--- src/rtl/remap_ppus_pkg.sv ---
// remap_ppus_pkg: lane geometry (LANES = S*R), fixed latency and the output saturation helper
package remap_ppus_pkg;
  localparam int S = 2;
  localparam int R = 2;
  localparam int LANES = S * R;
  localparam int LAT = 4;
  function automatic logic [7:0] sat_u8(input logic signed [37:0] y);
    return (y < 38'sd0) ? 8'd0 : ((y > 38'sd255) ? 8'hff : y[7:0]);
  endfunction
endpackage

--- src/rtl/remap_ppus_if.sv ---
// remap_ppus_if: X-beat input bus and Y-beat output bus of the requantizer array
interface remap_ppus_if;
  import remap_ppus_pkg::*;
  logic [LANES*8-1:0] ppus_Xs;
  logic               ppus_Xs_vld;
  logic               ppus_Xs_last;
  logic signed [8:0]  ppus_neg_Xz;
  logic [7:0]         ppus_Yz;
  logic [25:0]        ppus_m1;
  logic [5:0]         ppus_n1;
  logic [LANES*8-1:0] Ys;
  logic               Ys_vld;
  logic               Ys_last;
  logic               busy;
  modport master (
    output ppus_Xs, ppus_Xs_vld, ppus_Xs_last, ppus_neg_Xz, ppus_Yz, ppus_m1, ppus_n1,
    input  Ys, Ys_vld, Ys_last, busy
  );
  modport slave (
    input  ppus_Xs, ppus_Xs_vld, ppus_Xs_last, ppus_neg_Xz, ppus_Yz, ppus_m1, ppus_n1,
    output Ys, Ys_vld, Ys_last, busy
  );
endinterface

--- src/rtl/remap_ppu.sv ---
// remap_ppu: one-lane 4-stage requantizer; REMAP_ROUND_EN selects round-half-up instead of floor at the shift
module remap_ppu
  import remap_ppus_pkg::*;
(
  input  logic              clk,
  input  logic              rstn,
  input  logic [7:0]        x,
  input  logic signed [8:0] neg_xz,
  input  logic [25:0]       m1,
  input  logic [5:0]        n1,
  input  logic [7:0]        yz,
  output logic [7:0]        y
);
  logic signed [9:0]  d_d, d_q;
  logic signed [36:0] p_d, p_q, q_d, q_q;
  logic [7:0]         y_d, y_q;
  logic signed [64:0] r_w, s_w;
  // offset, multiply, round/shift, zero-point add with saturation; the 65-bit shift path absorbs 2^(n1-1) up to n1=63
  always_comb begin
    d_d = $signed({2'b0, x}) + $signed({neg_xz[8], neg_xz});
    p_d = $signed({{27{d_q[9]}}, d_q}) * $signed({11'b0, m1});
`ifdef REMAP_ROUND_EN
    r_w = $signed({{28{p_q[36]}}, p_q}) + ((n1 != 6'd0) ? (65'sd1 <<< (n1 - 6'd1)) : 65'sd0);
`else
    r_w = $signed({{28{p_q[36]}}, p_q});
`endif
    s_w = r_w >>> n1;
    q_d = s_w[36:0];
    y_d = sat_u8($signed({q_q[36], q_q}) + $signed({30'b0, yz}));
  end
  // data stages load every cycle; validity is tracked by the top
  always_ff @(posedge clk or negedge rstn) begin
    if (!rstn) begin
      d_q <= '0;
      p_q <= '0;
      q_q <= '0;
      y_q <= '0;
    end else begin
      d_q <= d_d;
      p_q <= p_d;
      q_q <= q_d;
      y_q <= y_d;
    end
  end
  assign y = y_q;
endmodule

--- src/rtl/remap_ppus.sv ---
// remap_ppus: LANES-wide requantizer array with shared vld/last/busy chain; REMAP_ROUND_EN enables rounding in each lane
module remap_ppus
  import remap_ppus_pkg::*;
(
  input logic         clk,
  input logic         rstn,
  remap_ppus_if.slave bus
);
  logic [LAT-1:0]     vld_d, vld_q, last_d, last_q;
  logic [LANES*8-1:0] ys_w;
  for (genvar i = 0; i < LANES; i++) begin : g_lane
    remap_ppu u_ppu (
      .clk    (clk),
      .rstn   (rstn),
      .x      (bus.ppus_Xs[i*8+:8]),
      .neg_xz (bus.ppus_neg_Xz),
      .m1     (bus.ppus_m1),
      .n1     (bus.ppus_n1),
      .yz     (bus.ppus_Yz),
      .y      (ys_w[i*8+:8])
    );
  end
  // last only travels when qualified by valid
  always_comb begin
    vld_d  = {vld_q[LAT-2:0], bus.ppus_Xs_vld};
    last_d = {last_q[LAT-2:0], bus.ppus_Xs_vld & bus.ppus_Xs_last};
  end
  // control shift chain aligned with the lane data stages
  always_ff @(posedge clk or negedge rstn) begin
    if (!rstn) begin
      vld_q  <= '0;
      last_q <= '0;
    end else begin
      vld_q  <= vld_d;
      last_q <= last_d;
    end
  end
  assign bus.Ys      = ys_w;
  assign bus.Ys_vld  = vld_q[LAT-1];
  assign bus.Ys_last = last_q[LAT-1];
  assign bus.busy    = |vld_q;
endmodule

--- src/flat_wrapper.sv ---
// flat-port wrapper written by rule: the top's interface ports become plain ports
module remap_ppus_flat import remap_ppus_pkg::*;
  (clk, rstn, bus_ppus_Xs, bus_ppus_Xs_vld, bus_ppus_Xs_last, bus_ppus_neg_Xz, bus_ppus_Yz, bus_ppus_m1, bus_ppus_n1, bus_Ys, bus_Ys_vld, bus_Ys_last, bus_busy);
  remap_ppus_if bus_i ();
  input logic clk;
  input logic rstn;
  input wire logic [$bits(bus_i.ppus_Xs)-1:0] bus_ppus_Xs;
  input wire logic [$bits(bus_i.ppus_Xs_vld)-1:0] bus_ppus_Xs_vld;
  input wire logic [$bits(bus_i.ppus_Xs_last)-1:0] bus_ppus_Xs_last;
  input wire logic [$bits(bus_i.ppus_neg_Xz)-1:0] bus_ppus_neg_Xz;
  input wire logic [$bits(bus_i.ppus_Yz)-1:0] bus_ppus_Yz;
  input wire logic [$bits(bus_i.ppus_m1)-1:0] bus_ppus_m1;
  input wire logic [$bits(bus_i.ppus_n1)-1:0] bus_ppus_n1;
  output wire logic [$bits(bus_i.Ys)-1:0] bus_Ys;
  output wire logic [$bits(bus_i.Ys_vld)-1:0] bus_Ys_vld;
  output wire logic [$bits(bus_i.Ys_last)-1:0] bus_Ys_last;
  output wire logic [$bits(bus_i.busy)-1:0] bus_busy;
  assign bus_i.ppus_Xs = bus_ppus_Xs;
  assign bus_i.ppus_Xs_vld = bus_ppus_Xs_vld;
  assign bus_i.ppus_Xs_last = bus_ppus_Xs_last;
  assign bus_i.ppus_neg_Xz = bus_ppus_neg_Xz;
  assign bus_i.ppus_Yz = bus_ppus_Yz;
  assign bus_i.ppus_m1 = bus_ppus_m1;
  assign bus_i.ppus_n1 = bus_ppus_n1;
  assign bus_Ys = bus_i.Ys;
  assign bus_Ys_vld = bus_i.Ys_vld;
  assign bus_Ys_last = bus_i.Ys_last;
  assign bus_busy = bus_i.busy;
  remap_ppus u_core (.clk(clk), .rstn(rstn), .bus(bus_i));
endmodule
--- config.mk ---
export PLATFORM = sky130hd
export DESIGN_NAME = remap_ppus_flat
export DESIGN_NICKNAME = d
export VERILOG_FILES = /design/src/rtl/remap_ppus_pkg.sv /design/src/rtl/remap_ppus_if.sv /design/src/rtl/remap_ppu.sv /design/src/rtl/remap_ppus.sv /design/src/flat_wrapper.sv
export SDC_FILE = /design/constraint.sdc
export NUM_CORES = 2
export LEC_CHECK = 0
export ABC_AREA = 1
export CAP_MARGIN = 30
export CORE_UTILIZATION = 40
export DETAILED_ROUTE_END_ITERATION = 8
export GPL_TIMING_DRIVEN = 0
export SYNTH_ARGS = -nofsm -noshare
export SYNTH_HDL_FRONTEND = slang
export SYNTH_SLANG_ARGS = --single-unit
--- constraint.sdc ---
create_clock -name clk -period 8.8 [get_ports clk]
set_clock_uncertainty 0.05 [all_clocks]
set_input_delay 1.32 -clock clk [delete_from_list [all_inputs] [get_ports clk]]
set_output_delay 1.32 -clock clk [all_outputs]
set_load 0.05 [all_outputs]
-- Yosys cells after proc, flatten, opt, wreduce, memory -nomap -nowiden
Cells that the tools add are included.
- flip-flop bits (word level): 376
- output and inout bits: 35
- logic and storage cells: 52
- add/sub/neg operators: 8
- multiply operators: 4
- order comparisons: 8
- shift-type cells: 4
- muxes and demuxes: 8
- bitwise gates (word level): 1
- reduce and logical (&&, ||, !) cells: 1
- operators by type and width (cell ; number):
    $add 37x9->38 ; 4
    $gt 38x9->1 const B ; 4
    $lt 38x1->1 const B ; 4
    $mul 10x27->37 ; 4
    $sshr 37x6->37 ; 4
    $mux 8 ; 8
    $add 9x9->10 ; 4
    $reduce_or 4->1 ; 1
    $and 1x1->1 ; 1

-- Logic depth before layout (Yosys ltp)
- depth after elaboration: 4
- mapped depth: 26

-- Cells and area by module
From an unflattened synthesis, not the netlist that was laid out.
- cells, all modules: 8475
- area total of the unflattened synthesis: 60616.9 um^2
- by module, submodules not included (module ; instances ; cells each ; area an instance (um^2) ; sequential area each (um^2)):
    remap_ppu (u_core.g_lane[3].u_ppu) ; 1 ; 2115 ; 15132.0 ; 2302.2
    remap_ppu (u_core.g_lane[1].u_ppu) ; 1 ; 2124 ; 15118.2 ; 2302.2
    remap_ppu (u_core.g_lane[0].u_ppu) ; 1 ; 2114 ; 15078.2 ; 2302.2
    remap_ppu (u_core.g_lane[2].u_ppu) ; 1 ; 2109 ; 15069.5 ; 2302.2
    remap_ppus ; 1 ; 13 ; 219.0 ; 200.2

-- Worst setup path after synthesis
OpenSTA, ideal clock, no wires.
- path type: in2reg
- start: in bus_ppus_m1[23]
- end: reg u_core.g_lane[0].u_ppu.p_q[35]
- arrival: 6.032 ns
- data required time: 8.671 ns
- path slack: 2.639 ns
- stages: 20
- path buffers: 2
- cell sequence: clkbuf_1 -> buf_1 -> nand2_1 -> fa_1 -> inv_1 -> fa_1 -> inv_1 -> fa_1 -> inv_1 -> fa_1 -> inv_1 -> fa_1 -> inv_1 -> ha_1 -> nand2_1 -> nor2_1 -> inv_1 -> or4_1 -> o21ai_0 -> xor2_1
- cells in the longest elaborated chain, start to end: 1
- ends and longest elaborated chain (item ; RTL line ; RTL):
    from (decl) ; flat_wrapper.sv:12 ; input wire logic [$bits(bus_i.ppus_m1)-1:0] bus_ppus_m1;
    $mul 10x27->37 ; remap_ppu.sv:21 ; p_d = $signed({{27{d_q[9]}}, d_q}) * $signed({11'b0, m1});
    via u_core.g_lane[0].u_ppu.p_d[35] ; remap_ppu.sv:15 ; logic signed [36:0] p_d, p_q, q_d, q_q;
    to (signal assigned) ; remap_ppu.sv:40 ; p_q <= p_d;
    to (decl) ; remap_ppu.sv:15 ;
The timed path passes the listed nets, and every way through them passes these cells.

-- Final worst setup path
- start: in bus_ppus_m1[20]
- end: reg u_core.g_lane[3].u_ppu.p_q[35]
- cells in the longest elaborated chain, start to end: 1
- ends and longest elaborated chain (item ; RTL line):
    $mul 10x27->37 ; remap_ppu.sv:21
    via u_core.g_lane[3].u_ppu.p_d[35] ; remap_ppu.sv:15
    to (signal assigned) ; remap_ppu.sv:40
    to (decl) ; remap_ppu.sv:15
The timed path passes the listed nets, and every way through them passes these cells.

==> out/metrics.cfg <==
[placement]
dp_hpwl_um=211000
placed_area_um2=64000
place_congestion=1.07
pre_cts_slack_ns=0.847
port_buffers=90

[timing]
slew_viol_final=0
finalHoldViolCount=0
worstMarginPinSlew_ns=1.15
rsz0062_at_grt=no
maxSlewHeadroom=0.232
layout_setup_ws_ns=1.41
setup_viol=0
fmax_ghz=0.135
period_share=0.840
worst_hold_slack_ns=0.297
fin_crit_ns=7.39

[finish]
area_delta_synth_final_pct=10.0
drive_gt1_frac=0.0306
design_area_um2=65800
final_nets=9800

[clocking]
cts_resized=0
cts_buffers=47
cts_sinks=376
clk_path_buf_depth=3
cts_hold_buf=0
cts_tree=built
clock-root-buffer=clkbuf_16
cts_max_level=2
cts_setup_buffers=0
clkTransAtPathRegs_ns=0.07
clk_latency_ns=0.66

[worst_setup_path]
cpPeakStageDelay_ns=0.90
path_class=in -> reg
cp_cell_sequence=clkbuf_1 > buf_1 > nand2_1 > fa_1 > fa_1 > inv_1 > fa_1 > fa_1 > fa_1 > ha_1 > a21oi_1 > o21ai_0 > a21oi_1 > nor3_1 > a2111oi_0 > nand2_1 > xor2_1
cp-end-kind=flop
crit_required_ns=9.30
arrival_ns=7.89
critPathBufInv=3
path_max_fanout=10
crit_family=adder cells
crit_path_start_kind=input port
cpMostUsedCell=fa_1
cp_slowest_cell=buf_1

[logic_synthesis]
syn_inst=8287
yosysUniqueCellTypes=60
yosys_warnings=0
synth_ff_type=dfrtp_1
synth-async-reset-ratio=1.00
syn_area_per_cell_um2=7.22
yosysSeqAreaShare=0.157
syn-cell-area_um2=59800
synth_enable_flop_cells=0
ys_ff_latch=376
syn_nets=9600

[floorplan]
coreArea_um2=148000
chipWidth_um=389
die_height_um=389
rows=141
io_pins=120
fp.dieArea_um2=151000
initial_utilization=0.404

[route]
wl_per_cell_um=23.9
drtIter0Drc=5161
ant_nets=0
drc=0
drt_pass1_iterations=8
vias=55900
viasPerCell=5.35
routed_wl_um=250000

[global_routing]
antenna_found_initial=7
grt_overflow_total=0
grt_pass1_vias=56300
grt_start_max_net_pins=124
grt_first_pass_wirelength_um=367000
grt_usage=0.331

[run_status]
status=finished, final reports clean

[flow_run]
drv_cap=0

[hold_path]
hp-class=reg -> reg

==> per-layer routing <==
metal	vias to the layer above	routed length, µm	GRT usage
met2	2718	112000	0.530
met4	6	18600	0.206
li1	25700	-	-
met5	-	36	0
met1	26800	98100	0.408
met3	743	21400	0.0669
==> worst paths after layout <==
path,from,endpoint,slack (ns),cells after the start
max,bus_ppus_m1[20],u_core.g_lane[3].u_ppu.p_q[35],1.41,17
min,u_core.last_q[1],u_core.last_q[2],0.30,0
max reg2reg,u_core.g_lane[2].u_ppu.d_q[9],u_core.g_lane[2].u_ppu.p_q[35],2.00,23
min reg2reg,u_core.last_q[1],u_core.last_q[2],0.30,0
max in group asynchronous,rstn,u_core.g_lane[2].u_ppu.p_q[33],6.79,3
min in group asynchronous,rstn,u_core.g_lane[1].u_ppu.y[0],0.59,1
==> stage by stage <==
step,utilization,std cells,setup TNS [ns]
after floorplan,-,8287,0
after global placement,0.427,10300,-3742.81
after detailed placement,0.432,10400,0
after CTS,0.444,10400,0
after global routing,0.445,10500,0
final,0.445,10500,0
==> cells in the final DEF (no fill, tap or decap), types with 271 or more instances in the layout <==
master    Yosys  layout
nand2_1    2383    2383
o21ai_0     470     470
a21oi_1     271     271
ha_1        456     456
nand3_1     346     346
nor2_1      460     460
fa_1        772     772
dfrtp_1     376     376
clkbuf_1    308     312
inv_1      1681    1681
==> cells in the mapped netlist, types with 47 or more instances <==
master | count | area share
nor2_1 | 460 | 0.029
inv_1 | 1681 | 0.11
clkbuf_1 | 308 | 0.019
o21ai_0 | 470 | 0.039
dfrtp_1 | 376 | 0.16
nand4_1 | 53 | 0.0055
nor3_1 | 55 | 0.0046
ha_1 | 456 | 0.095
a31oi_1 | 47 | 0.0049
nand3_1 | 346 | 0.029
a21oi_1 | 271 | 0.023
xnor2_1 | 82 | 0.012
xor2_1 | 125 | 0.018
fa_1 | 772 | 0.26
o211ai_1 | 59 | 0.0074
nand2_1 | 2383 | 0.15
==> registers in the layout, indices dropped and copies added, names as in the netlist <==
name	cells
u_core.g_lane.u_ppu.p_q	148
u_core.g_lane.u_ppu.q_q	148
u_core.g_lane.u_ppu.d_q	40
u_core.g_lane.u_ppu.y	32
u_core.last_q	4
u_core.vld_q	4
==> logic make-up after synthesis <==
kind of cell    share of synthesized area
xor+xnor                           0.0303
flops                               0.157
buf+inv                             0.131
compound gates                     0.0911
simple gates                        0.233
mux                               0.00351
fa+ha+maj                           0.354
==> cell type report <==
cell class	count	area (µm²)
antenna	5	12.5
buffer	383	1520
fill	15300	82200
multi-input combinational	5842	42600
clock buffer	54	1240
sequential	376	9410
clock inverter	33	472
inverter	1686	6330
tap	1930	2410
timing repair buffer	151	1850
Power is left out: the tool's default activity adds up to more than one toggle a clock period on the data nets, which glitch-free logic cannot reach.
